## config.mk

```make
export PLATFORM = sky130hd
export DESIGN_NAME = pcf8563_poll_sched
export DESIGN_NICKNAME = d
export VERILOG_FILES = /design/src/rtl/pcf8563_poll_sched.sv
export SDC_FILE = /design/constraint.sdc
export NUM_CORES = 1
export LEC_CHECK = 0
export CELL_PAD_IN_SITES_DETAIL_PLACEMENT = 1
export CELL_PAD_IN_SITES_GLOBAL_PLACEMENT = 2
export CORE_ASPECT_RATIO = 0.5
export CORE_MARGIN = 2
export CORE_UTILIZATION = 39
export CTS_CLUSTER_SIZE = 28
export DETAILED_ROUTE_END_ITERATION = 12
export PLACE_DENSITY = 0.8
export SLEW_MARGIN = 40
export SYNTH_ARGS = -nofsm -noshare
export SYNTH_HDL_FRONTEND = slang
export SYNTH_SLANG_ARGS = --single-unit
```

## constraint.sdc

```tcl
create_clock -name clk -period 3 [get_ports clk]
set_input_delay 0.6 -clock clk [delete_from_list [all_inputs] [get_ports clk]]
set_output_delay 0.6 -clock clk [all_outputs]
set_load 0.01 [all_outputs]
```

## src/rtl/pcf8563_poll_sched.sv

```systemverilog
// PCF8563 poll scheduler: arbitrates periodic and software-requested time reads
// onto one byte-read engine, gathers the seven time bytes and publishes an
// atomic, masked snapshot. A per-byte timeout aborts a stalled engine.
module pcf8563_poll_sched #(
   parameter int PERIOD  = 100000000,
   parameter int TIMEOUT = 2000000
) (
   input  logic       clk,
   input  logic       rst_n,
   input  logic       en,
   input  logic       req,
   output logic       if_start,
   input  logic [7:0] if_rdata,
   input  logic       if_done,
   output logic [6:0] sec,
   output logic [6:0] min,
   output logic [5:0] hour,
   output logic [5:0] day,
   output logic [2:0] wday,
   output logic [4:0] month,
   output logic [7:0] year,
   output logic       vl,
   output logic       century,
   output logic       snap_valid,
   output logic       busy,
   output logic       timeout_err
);

   localparam int PW = (PERIOD > 1) ? $clog2(PERIOD) : 1;
   localparam int TW = $clog2(TIMEOUT + 1);
   localparam logic [PW-1:0] PMAX  = PW'(PERIOD - 1);
   localparam logic [TW-1:0] TLOAD = TW'(TIMEOUT);

   typedef enum logic [1:0] {
      IDLE    = 2'd0,
      START   = 2'd1,
      COLLECT = 2'd2,
      COMMIT  = 2'd3
   } state_t;

   state_t        state;
   state_t        state_nxt;
   logic [PW-1:0] pcnt;
   logic [TW-1:0] tcnt;
   logic [2:0]    idx;
   logic          pend;
   logic [7:0]    shadow [0:5];

   logic tick;
   logic launch;
   logic capture;
   logic commit;
   logic expire;

   assign tick = (pcnt == PMAX);

   // Next-state and handshake decode; en low in any busy state aborts to IDLE.
   always_comb begin
      state_nxt = state;
      if_start  = 1'b0;
      busy      = 1'b0;
      launch    = 1'b0;
      capture   = 1'b0;
      commit    = 1'b0;
      expire    = 1'b0;
      case (state)
         IDLE: begin
            if (en && (pend || tick)) begin
               state_nxt = START;
               launch    = 1'b1;
            end
         end
         START: begin
            busy      = 1'b1;
            if_start  = en;
            state_nxt = en ? COLLECT : IDLE;
         end
         COLLECT: begin
            busy = 1'b1;
            if (!en) begin
               state_nxt = IDLE;
            end else if (if_done) begin
               // A done on the last allowed cycle still counts as a byte.
               capture = 1'b1;
               if (idx == 3'd6) begin
                  commit    = 1'b1;
                  state_nxt = COMMIT;
               end
            end else if (tcnt == TW'(1)) begin
               expire    = 1'b1;
               state_nxt = IDLE;
            end
         end
         COMMIT: begin
            busy      = 1'b1;
            state_nxt = IDLE;
         end
         default: state_nxt = IDLE;
      endcase
   end

   // State register.
   always_ff @(posedge clk or negedge rst_n) begin
      if (!rst_n) state <= IDLE;
      else        state <= state_nxt;
   end

   // Poll period counter: runs only while idle and enabled.
   always_ff @(posedge clk or negedge rst_n) begin
      if (!rst_n)                pcnt <= '0;
      else if (!en || launch)    pcnt <= '0;
      else if (state == IDLE)    pcnt <= pcnt + PW'(1);
   end

   // Per-byte watchdog: reloaded at launch and on every returned byte.
   always_ff @(posedge clk or negedge rst_n) begin
      if (!rst_n)                          tcnt <= '0;
      else if (state == START || capture)  tcnt <= TLOAD;
      else if (state == COLLECT)           tcnt <= tcnt - TW'(1);
   end

   // Byte index within the current transaction.
   always_ff @(posedge clk or negedge rst_n) begin
      if (!rst_n)              idx <= '0;
      else if (state == START) idx <= '0;
      else if (capture)        idx <= idx + 3'd1;
   end

   // Pending software request; a req coinciding with launch is served by it.
   always_ff @(posedge clk or negedge rst_n) begin
      if (!rst_n)      pend <= 1'b0;
      else if (launch) pend <= 1'b0;
      else if (req)    pend <= 1'b1;
   end

   // Shadow bytes 0..5; byte 6 is taken straight from the bus at commit.
   always_ff @(posedge clk) begin
      if (capture && !commit) shadow[idx] <= if_rdata;
   end

   // Snapshot loads on the edge entering COMMIT so data and snap_valid align.
   always_ff @(posedge clk or negedge rst_n) begin
      if (!rst_n) begin
         sec     <= '0;
         vl      <= 1'b0;
         min     <= '0;
         hour    <= '0;
         day     <= '0;
         wday    <= '0;
         month   <= '0;
         century <= 1'b0;
         year    <= '0;
      end else if (commit) begin
         sec     <= shadow[0][6:0];
         vl      <= shadow[0][7];
         min     <= shadow[1][6:0];
         hour    <= shadow[2][5:0];
         day     <= shadow[3][5:0];
         wday    <= shadow[4][2:0];
         month   <= shadow[5][4:0];
         century <= shadow[5][7];
         year    <= if_rdata;
      end
   end

   // Snapshot strobe and sticky timeout flag.
   always_ff @(posedge clk or negedge rst_n) begin
      if (!rst_n) begin
         snap_valid  <= 1'b0;
         timeout_err <= 1'b0;
      end else begin
         snap_valid <= commit;
         if (commit)      timeout_err <= 1'b0;
         else if (expire) timeout_err <= 1'b1;
      end
   end

endmodule

```

==> results by stage <==
CTS:
- Clock-pin slew was measured on the worst setup and hold paths at 0.06 ns.
- The TritonCTS clock tree is done.
- Buffers inserted to repair hold after CTS numbered 0.
- The source-to-sink clock delay at the later pin of the worst-skew pair is roughly 0.42 ns.
- TritonCTS created 17 clock buffers.
- No sink is reached through more buffers than the 2 on the longest clock path.
- For this design, the sink count on the clock tree is 136.
- The CTS H-tree depth is 4.
- Clock tree synthesis selected as its root buffer the cell sky130_fd_sc_hd__clkbuf_16.
- Post-CTS timing repair inserted 0 buffers for setup.
- The number of gates resized after CTS is 0.

Final layout:
- The end-of-flow core utilization is between 50% and 60%.
- The diode insertion count for antenna repair is 0.
- The net total in the final layout is 541.
- Cells with a size suffix above 1 make up about a fifth of the layout.
- The area added between synthesis and finish is 26.2%.

Die:
- The boundary pin count is slightly above 60.
- The number of rows in the core area is 31.
- The overall die height is 90.1 um.
- The die area is roughly 16000 um^2.
- The core outline area is between 10000 and 15000 um^2.
- The die boundary width is 176 um.
- The initial utilization of the core area, before any placement, comes to between 30% and 40%.

Power and ir drop:
- The total power is just under 5000 uW.
- In this run the static leakage power is just under 0.003 uW.
- The worst IR drop on VDD is 499 uV.
- The power density normalized to cell area is a little under 700 nW/um^2.

Timing:
- For the final database, setup skew stands at 0.00813 ns.
- Of the available clock period, the critical path in the final layout requires 85.1%.
- The worst path meets setup with approximately 0.45 ns of slack.
- The smallest clock period supported by the final layout is computed as roughly 2.6 ns.
- Static timing analysis puts the maximum clock frequency at slightly below 400 MHz.
- After routing, the total negative slack on setup checks comes to 0 ns.
- The worst max-slew margin expressed relative to the limit is 56.1%.
- Setup violations remaining at the end of the flow were counted as 0.
- Setup repair after global routing left no endpoint under its margin.
- For the pin with the worst max-slew slack, the measured transition is between 0.6 and 0.7 ns.
- The total count of hold-check failures in the final report is 0.
- The final count of pins violating max slew was 0.

Critical path:
- The cell family with the largest share of critical-path delay is buffers and inverters.
- The register-to-register setup slack is 0.55 ns.
- The top fanout value on the critical path is 6.
- The data required time of the worst path is around 2.4 ns.
- Counting cells, the worst reg-to-reg path comes to 4.
- The critical path in this run is classified as in -> out.
- The worst setup path is captured at an output port.
- In this run the critical register-to-register path is launched from state[1]$_DFFE_PN0P_.
- The slowest stage cell on the critical path is sky130_fd_sc_hd__clkdlybuf4s50_1.
- The largest single stage delay on the critical path is just under 0.6 ns.
- The buffers plus inverters on the worst setup path is 3.
- The most numerous cell type found on the critical path is sky130_fd_sc_hd__clkdlybuf4s50_1.
- The nature of the critical path startpoint is an input pin.
- Data on the critical path arrives at its endpoint at 1.95 ns.
- The critical path goes through clkdlybuf4s50_1 -> clkinv_1 -> nor2_1 -> clkdlybuf4s50_1.
- In this run the critical register-to-register path is captured at tcnt[13]$_DFFE_PN0P_.

GRT:
- Across every metal layer, demand over resource in global routing totals 19.7%.
- The pin count of the biggest net entering global routing is 46.
- The aggregate global routing overflow is 0.
- The number of global-route vias before repair is ~4400.
- The wire length of the first global-routing pass is between 20000 and 25000 um.
- The initial antenna violation count is 0.

Routing:
- The detailed-router iteration count before antenna repair is 4.
- The wire length per cell after detailed routing is ~19 um.
- For this block, the via count after detailed routing is approximately 4000.
- Wires add up to 14300 um.
- In this run the remaining antenna-violating nets after routing total 0.
- The number of violations reported at the end of detailed-routing iteration 0 is 255.
- Dividing the detail-routed via count by the number of cells gives ~5.6.
- For this run, design rule violations remaining after detail routing come to 0.

Synthesis:
- The count of flip-flops with a built-in enable after synthesis is 36.
- The share of the yosys chip area belonging to registers is about three fifths.
- The post-synth net total is around 470.
- By area the synthesized netlist is led by sky130_fd_sc_hd__dfrtp_1 (43%), sky130_fd_sc_hd__edfxtp_1 (19%), sky130_fd_sc_hd__mux2_2 (8.8%), sky130_fd_sc_hd__a221oi_1 (2.4%), sky130_fd_sc_hd__or4_1 (2.3%).
- The Yosys step of the flow raised 0 warnings.
- The cell count after synthesis came out at ~450.
- Of all cell types, the one taking the most synthesized area is sky130_fd_sc_hd__dfrtp_1.
- The flip-flop and latch count after synthesis is 136.
- A synthesized cell averages 12.8 um^2.
- The number of different library cells in the post-synthesis netlist is 46.
- The post-synthesis instance area is 5780 um^2.
- The area fraction of the dominant cell type after synthesis is between 40 and 50%.
- The most used flip-flop cell after synthesis is sky130_fd_sc_hd__dfrtp_1.
- Among all cell types in the netlist, the one instantiated most often is sky130_fd_sc_hd__dfrtp_1.
- The async set or reset register ratio after synthesis is approximately three quarters.
- The commonest cells after synthesis are sky130_fd_sc_hd__dfrtp_1 (100), sky130_fd_sc_hd__mux2_2 (45), sky130_fd_sc_hd__edfxtp_1 (36).

Placement:
- The placer's final routability congestion estimate is between 0.7 and 0.8.
- The pre-CTS setup slack is approximately 0.36 ns.
- After legalization and detailed placement, the total HPWL measured between 9000 and 10000 um.
- The count of buffers from port buffering is 60.

Status:
- The flow ran to the end, and the final reports show no timing, DRC or antenna violations.

Worst hold path:
- The path class of the tightest hold or removal check is in -> async.

Job:
- Max-cap violations in this run came to 0.
-- worst max-delay path by stage --
stage	startpoint	endpoint	slack [ns]	depth (start not counted)
final	en	if_start	0.45	4
after global routing	state[1]$_DFFE_PN0P_	tcnt[13]$_DFFE_PN0P_	0.28	4
after CTS	en	if_start	0.44	4
after detailed placement	en	pcnt[25]$_DFFE_PN0P_	0.36	6
after global placement	en	if_start	0.45	4
after floorplan	en	year[0]$_DFFE_PN0P_	0.79	7
-- logic make-up (layout without fill, tap and decap cells) --
| kind of cell | after synthesis | after routing | share of synthesized area, % |
|---|---|---|---|
| buffers and inverters | 34 | 119 | 2.42 |
| AOI/OAI and AO/OA | 75 | 75 | 9.20 |
| DFF | 136 | 136 | 62.0 |
| muxes | 46 | 46 | 8.94 |
| and+or+nand+nor | 141 | 141 | 14.3 |
| adders and majority gates | 5 | 5 | 1.08 |
| xor gates and xnor gates | 14 | 14 | 2.12 |
-- registers in the layout (all words and copies together) (netlist names) --
signal / flops
hour: 6
vl: 1
year: 8
sec: 7
idx: 3
state: 2
shadow: 36
snap_valid: 1
pcnt: 27
pend: 1
century: 1
timeout_err: 1
day: 6
month: 5
tcnt: 21
wday: 3
min: 7
-- layer usage --
metal  vias up  track usage [%]  part of all wire, %
met5         -                0                    0
met1      2142             26.6                   47
met2        62             32.0                   49
met4         0             5.37                 0.86
li1       1863                -                    -
met3        11             4.40                  3.4
-- report_power, final --
| part | internal (uW) | switching, uW |
|---|---|---|
| logic | 261 | 501 |
| clock network | 1170 | 889 |
| registers | 1990 | 123 |
| total | 3430 | 1510 |
-- placed cells by master (no fill, tap or decap), drive strengths merged, types with 2 or more instances in the layout --
cell type	count
and3	7
a21oi	9
nand3	21
nor4	4
nor2	21
clkdlybuf4s50	59
edfxtp	36
nand4b	3
dfrtp	100
ha	5
and4	3
and2	2
nand2	18
clkinv	3
nor2b	3
nor3	5
nor4bb	2
a211oi	7
inv	18
o21ai	16
o22ai	3
or4	20
mux2	45
and4b	2
clkinvlp	2
nand3b	2
clkbuf	17
xor2	13
nand4	10
nand2b	2
or3	15
a221oi	17
buf	19
o31ai	17
-- through the flow --
stage | std cells | hold slack, ns | cell area (um^2)
finish | 734 | 0.114 | 7300
global route | 734 | 0.137 | 7300
CTS | 734 | 0.116 | 7300
detailed placement | 702 | 0.463 | 6720
global placement | 702 | 0.455 | 6720
floorplan | 451 | 0.304 | 5780
-- worst reg2reg max path: stages, from the launching register on --
cell	delay, ns
sky130_fd_sc_hd__dfrtp_1	0.57
sky130_fd_sc_hd__xor2_1	0.48
sky130_fd_sc_hd__nand4b_1	0.53
sky130_fd_sc_hd__or4_1	0.62
sky130_fd_sc_hd__a21oi_1	0.17
-- layout make-up --
cell class | instances | area, um^2
Timing Repair Buffer | 78 | 783
Clock inverter | 15 | 154
Inverter | 9 | 33.8
Fill cell | 1474 | 7170
Multi-Input combinational cell | 281 | 2070
Clock buffer | 17 | 425
Sequential cell | 136 | 3580
Tap cell | 198 | 248
Power figures use the tool's default switching activity.
